[src/rtl/nibble_serial_subtractor_pkg.sv]
// Shared definitions for the nibble-serial subtractor.
//
// Contents:
//   ST_IDLE / ST_RUN / ST_DONE : state encodings of the control FSM
//   NIB_W                      : width of one processed slice (a nibble)
//   state_t                    : enumerated FSM state type built on the encodings
package sub_pkg;

    localparam logic [1:0] ST_IDLE = 2'd0;
    localparam logic [1:0] ST_RUN  = 2'd1;
    localparam logic [1:0] ST_DONE = 2'd2;

    localparam int NIB_W = 4;

    typedef enum logic [1:0] {
        S_IDLE = ST_IDLE,
        S_RUN  = ST_RUN,
        S_DONE = ST_DONE
    } state_t;

endpackage

[src/rtl/borrow_lookahead_sub4.sv]
// 4-bit borrow-lookahead subtract slice: d = x - y - bi.
//
// Ports:
//   x  [3:0] in  : minuend nibble
//   y  [3:0] in  : subtrahend nibble
//   bi       in  : borrow into bit 0
//   d  [3:0] out : difference nibble
//   bo       out : borrow out of bit 3
//
// A bit generates a borrow when x=0,y=1 and propagates an incoming borrow
// when x==y. Every internal borrow is written as a flat sum of products so
// no borrow depends on the previous one's gate output.
module borrow_lookahead_sub4 (
    input  logic [3:0] x,
    input  logic [3:0] y,
    input  logic       bi,
    output logic [3:0] d,
    output logic       bo
);

    logic [3:0] g;
    logic [3:0] p;
    logic [3:0] bw;  // borrow into each bit position

    genvar gi;
    generate
        for (gi = 0; gi < 4; gi++) begin : g_gp
            assign g[gi] = ~x[gi] & y[gi];
            assign p[gi] = ~(x[gi] ^ y[gi]);
        end
    endgenerate

    assign bw[0] = bi;
    assign bw[1] = g[0]
                 | (p[0] & bi);
    assign bw[2] = g[1]
                 | (p[1] & g[0])
                 | (p[1] & p[0] & bi);
    assign bw[3] = g[2]
                 | (p[2] & g[1])
                 | (p[2] & p[1] & g[0])
                 | (p[2] & p[1] & p[0] & bi);
    assign bo    = g[3]
                 | (p[3] & g[2])
                 | (p[3] & p[2] & g[1])
                 | (p[3] & p[2] & p[1] & g[0])
                 | (p[3] & p[2] & p[1] & p[0] & bi);

    generate
        for (gi = 0; gi < 4; gi++) begin : g_diff
            assign d[gi] = x[gi] ^ y[gi] ^ bw[gi];
        end
    endgenerate

endmodule

[src/rtl/nibble_serial_subtractor.sv]
// Multi-cycle WIDTH-bit subtractor: diff = a - b - bin, one nibble per clock.
//
// Ports:
//   clk, rst              : rising-edge clock, asynchronous active-high reset
//   in_valid / in_ready   : operand handshake (in_ready high only when idle)
//   a, b, bin             : minuend, subtrahend, borrow-in
//   out_valid / out_ready : result handshake (out_valid high only when done)
//   diff                  : a - b - bin modulo 2^WIDTH
//   bout                  : final borrow (unsigned a < b + bin)
//   zero                  : diff == 0
//   ovf                   : signed overflow of the subtraction
//
// The operand registers shift right by one nibble per RUN cycle, so the
// slice always reads the low nibble; on the final nibble those low bits hold
// the operand sign bits used for the overflow flag.
module nibble_serial_subtractor
    import sub_pkg::*;
#(
    parameter  int WIDTH = 16,
    localparam int NIB   = WIDTH / 4
) (
    input  logic             clk,
    input  logic             rst,
    input  logic             in_valid,
    output logic             in_ready,
    input  logic [WIDTH-1:0] a,
    input  logic [WIDTH-1:0] b,
    input  logic             bin,
    output logic             out_valid,
    input  logic             out_ready,
    output logic [WIDTH-1:0] diff,
    output logic             bout,
    output logic             zero,
    output logic             ovf
);

    localparam int CW = (NIB > 1) ? $clog2(NIB) : 1;

    generate
        if ((WIDTH % NIB_W) != 0 || WIDTH < NIB_W) begin : g_bad_width
            $error("nibble_serial_subtractor: WIDTH must be a positive multiple of 4");
        end
    endgenerate

    state_t            state_reg, state_next;
    logic [WIDTH-1:0]  a_reg, b_reg;
    logic [WIDTH-1:0]  diff_reg, diff_next;
    logic [CW-1:0]     cnt_reg;
    logic              borrow_reg;
    logic              bout_reg, zero_reg, ovf_reg;

    logic [NIB_W-1:0]  slice_d;
    logic              slice_bo;
    logic              last_nib;
    logic              run;

    assign run      = (state_reg == S_RUN);
    assign last_nib = (cnt_reg == CW'(NIB - 1));

    borrow_lookahead_sub4 u_slice (
        .x  (a_reg[NIB_W-1:0]),
        .y  (b_reg[NIB_W-1:0]),
        .bi (borrow_reg),
        .d  (slice_d),
        .bo (slice_bo)
    );

    // Only the nibble addressed by the counter takes the slice output.
    genvar gi;
    generate
        for (gi = 0; gi < NIB; gi++) begin : g_diff_nib
            assign diff_next[gi*NIB_W +: NIB_W] =
                (run && cnt_reg == CW'(gi)) ? slice_d : diff_reg[gi*NIB_W +: NIB_W];
        end
    endgenerate

    always_comb begin
        state_next = state_reg;
        in_ready   = 1'b0;
        out_valid  = 1'b0;
        case (state_reg)
            S_IDLE: begin
                in_ready = 1'b1;
                if (in_valid) begin
                    state_next = S_RUN;
                end
            end
            S_RUN: begin
                if (last_nib) begin
                    state_next = S_DONE;
                end
            end
            S_DONE: begin
                out_valid = 1'b1;
                if (out_ready) begin
                    state_next = S_IDLE;
                end
            end
            default: begin
                state_next = S_IDLE;
            end
        endcase
    end

    always_ff @(posedge clk or posedge rst) begin
        if (rst) begin
            state_reg  <= S_IDLE;
            a_reg      <= '0;
            b_reg      <= '0;
            diff_reg   <= '0;
            cnt_reg    <= '0;
            borrow_reg <= 1'b0;
            bout_reg   <= 1'b0;
            zero_reg   <= 1'b0;
            ovf_reg    <= 1'b0;
        end else begin
            state_reg <= state_next;
            case (state_reg)
                S_IDLE: begin
                    if (in_valid) begin
                        a_reg      <= a;
                        b_reg      <= b;
                        borrow_reg <= bin;
                        cnt_reg    <= '0;
                    end
                end
                S_RUN: begin
                    a_reg      <= a_reg >> NIB_W;
                    b_reg      <= b_reg >> NIB_W;
                    borrow_reg <= slice_bo;
                    diff_reg   <= diff_next;
                    if (last_nib) begin
                        cnt_reg  <= '0;
                        bout_reg <= slice_bo;
                        zero_reg <= (diff_next == '0);
                        // Low nibble bit 3 is the operand MSB on the last nibble.
                        ovf_reg  <= (a_reg[NIB_W-1] != b_reg[NIB_W-1]) &&
                                    (slice_d[NIB_W-1] != a_reg[NIB_W-1]);
                    end else begin
                        cnt_reg <= cnt_reg + 1'b1;
                    end
                end
                default: begin
                end
            endcase
        end
    end

    assign diff = diff_reg;
    assign bout = bout_reg;
    assign zero = zero_reg;
    assign ovf  = ovf_reg;

endmodule
[config.mk]
export PLATFORM = sky130hd
export DESIGN_NAME = nibble_serial_subtractor
export DESIGN_NICKNAME = d
export VERILOG_FILES = /design/src/rtl/nibble_serial_subtractor_pkg.sv /design/src/rtl/borrow_lookahead_sub4.sv /design/src/rtl/nibble_serial_subtractor.sv
export SDC_FILE = /design/constraint.sdc
export NUM_CORES = 1
export LEC_CHECK = 0
export CAP_MARGIN = 20
export CORE_MARGIN = 8
export CORE_UTILIZATION = 55
export DETAILED_ROUTE_END_ITERATION = 8
export GPL_TIMING_DRIVEN = 0
export PLACE_DENSITY = 0.95
export REMOVE_ABC_BUFFERS = 1
export SLEW_MARGIN = 20
export SYNTH_ARGS = -nofsm -noshare
export SYNTH_HDL_FRONTEND = slang
export SYNTH_SLANG_ARGS = --single-unit
[constraint.sdc]
create_clock -name clk -period 3 [get_ports clk]
set_input_delay 0.6 -clock clk [delete_from_list [all_inputs] [get_ports clk]]
set_output_delay 0.6 -clock clk [all_outputs]
set_load 0.01 [all_outputs]
==> results.md <==
- Placed Instances: 410
- Max-slew violation count: 0
- First-pass GRT wire length: between 10 and 15 mm
- Drt first pass iters: 5
- Most used flip-flop cell after synthesis: dfrtp_1
- Critical Path AT: 2900 ps
- Required time of the critical path: approximately 3300 ps
- Yosys top cell area share: around 48%
- Initial Utilization: a little under three fifths
- Power density cells: between 900 and 1000 nW/um2
- R2R cell count: 5
- Period minus WS final: around 2600 ps
- Cells after Synth: 300
- Initial antenna violation count: 0
- Syn Std Cell Area: between 2000 and 3000 um2
- Largest net degree at the start of global routing: 57
- PostCTS Resize Cnt: 0
- Initial drt markers: 145
- # hold bufs at CTS: 0
- Status: complete, no violations
- Clock root buffer: clkbuf_8
- Final Net Count: just under 400
- Sequential area share after synthesis: between 40% and 50%
- DP HPWL: between 4 and 5 mm
- CP Class: in2reg
- WL met1: 2.87 mm
- Skew final: 5.27 ps
- Slew margin rel.: between 20 and 30%
- Most frequent cell after synthesis: dfrtp_1
- WL met3: 391 um
- Synth unique cells: between 40 and 50
- RSZ-0062 raised after global routing: no
- Row cnt: 26
- Ant diodes: 0
- CP bufs+invs: 1
- Max stage delay on crit path: approximately 1100 ps
- Synth-to-layout area growth: 24.1%
- Die area: 7880 um2
- Area leader, netlist: dfrtp_1
- Die W: ~90 um
- HP Class: reg2reg
- Fmax: roughly 0.38 GHz
- Commonest cells post-synth: 56 x dfrtp_1, 48 x o21ai_0, 34 x nand2_1, 28 x a21oi_1, 20 x nor2b_1
- Number of global-route vias before repair: 2345
- H-Tree Depth: 2
- Crit path depth: 3
- Vias: approximately 2400
- Worst Hold Depth: 2
- Post-route ant nets: 0
- Post-route non-filler standard cell count: approximately 420
- Endpoints failing hold: 0
- Maxcap violations: 0
- Worst-margin pin slew: approximately 1100 ps
- DR top layer: met4
- Clk_lat worst skew: 310 ps
- GRT Residual Overflow: 0
- Area contributors post-synth: dfrtp_1 48%, o21ai_0 8.3%, a21oi_1 4.8%
- CTS tree: built
- EDFF count, synth: 0
- Static Leakage: ~0.0016 uW
- Worst VDD drop: 0.000468 V
- Final Cycle Share: 88.2%
- Post-route DRC: 0
- Worst path slowest cell: o21bai_1
- CP endpoint kind: flip-flop
- Post-synth ARST share: 100%
- Average size of a mapped cell: approximately 9.7 um2
- Drt total wl: about 6.6 mm
- Routed len/inst: 15.9 um
- CTS clk-pin slew, worst paths: ~90 ps
- CP max FO: 31
- Share of layout cells above drive strength 1: under 10%
- Yosys reg bits: between 50 and 60
- Core Area: roughly 5000 um2
- Worst path cell trace: clkdlybuf4s50_1 > o21bai_1 > a22o_1
- Kind of cell adding the most delay to the critical path: compound AO/OA/AOI/OAI gates
- Clock sink count: 56
- Setup Buffers After CTS: 0
- Final setup viols: 0
- Synthesis Warnings: 0
- DIE HEIGHT: about 89 um
- GRT Overall Usage: 17.5%
- Fill cells: between 300 and 400
- CTS buffer count: 5
- GPL Wtd Cong: between 0.8 and 0.9
- Vias per inst: approximately 5.7
- Startpoint Class: primary input
- Utilization after layout: a little over two thirds
- Top Ports: 58
- Maximum root-to-sink buffer count: 2
- Met2 wire len: around 3.2 mm
- PortBufs: 57
## final timing paths
kind,start,endpoint,slack (ps)
setup / recovery,in_valid,a_reg[14],350
hold / removal,diff[12],diff[12],490
setup reg to reg,state_reg[1],zero,620
hold reg to reg,diff[12],diff[12],490
max in group asynchronous,rst,state_reg[1],1780
min in group asynchronous,rst,a_reg[5],740
## final cells by class
class | instances | area [um2] | share of cell area, %
clock buffers | 6 | 82.6 | 2.29
clock inverters | 2 | 10.0 | 0.277
inverters | 13 | 51.3 | 1.42
multi-input cells | 213 | 1390 | 38.4
flip-flops and latches | 56 | 1400 | 38.9
well taps | 70 | 87.6 | 2.42
repair buffers | 58 | 591 | 16.3
## layer usage
metal,global-route usage (%),vias to the layer above
met5,0,-
met4,6.14,0
met3,3.90,13
met2,28.1,75
met1,22.6,1134
li1,-,1153
## logic make-up (layout without fill, tap and decap cells)
family | count (synthesis) | in the layout | synth area share, %
multiplexers | 1 | 1 | 0.344
buffers and inverters | 31 | 79 | 4.47
flip-flops | 56 | 56 | 48.1
adder cells (fa/ha/maj) | 10 | 10 | 4.56
AO/OA/AOI/OAI | 119 | 119 | 25.1
XOR/XNOR | 3 | 3 | 1.16
AND/OR/NAND/NOR | 80 | 80 | 16.2
## placed cells by master, fill, tap and decap left out, types with 2 or more instances in the layout
cell,netlist,final
clkdlybuf4s50_1,0,57
dfrtp_1,56,54
o21ai_0,48,48
nand2_1,34,34
a21oi_1,28,28
nor2b_1,20,19
a22oi_1,18,18
inv_1,13,12
ha_1,9,9
nor2_1,7,7
and3b_1,6,6
clkbuf_8,0,6
a22o_1,4,4
o31ai_1,3,3
nand3b_4,3,3
a2bb2oi_1,3,3
o21ai_1,2,2
nand2b_1,2,2
clkinv_2,0,2
dfrtp_2,0,2
## where the power goes
group	total (uW)	switching, uW	internal, uW	leakage [uW]
clock network	417	232	185	0.0000510
logic	1830	999	829	0.000804
registers	1340	281	1060	0.000718
## worst min-delay path, delay by kind of cell, from the launching register on
kind             cells  cell delay [ps]
AO/OA/AOI/OAI        1               60
AND/OR/NAND/NOR      1               50
flip-flops           1              350
## stage by stage
stage	total power, uW	setup slack [ps]	setup TNS, ps	hold WS, ps	instance area [um2]
final	3590	353	0	485	3610
after global routing	3870	84.3	0	507	3610
after CTS	3610	106	0	489	3610
after detailed placement	3180	-188	-1310	469	3520
after global placement	3040	-539	-9030	462	3490
after floorplan	2480	726	0	450	2830
Note: power is estimated with default switching activity, not from simulation.
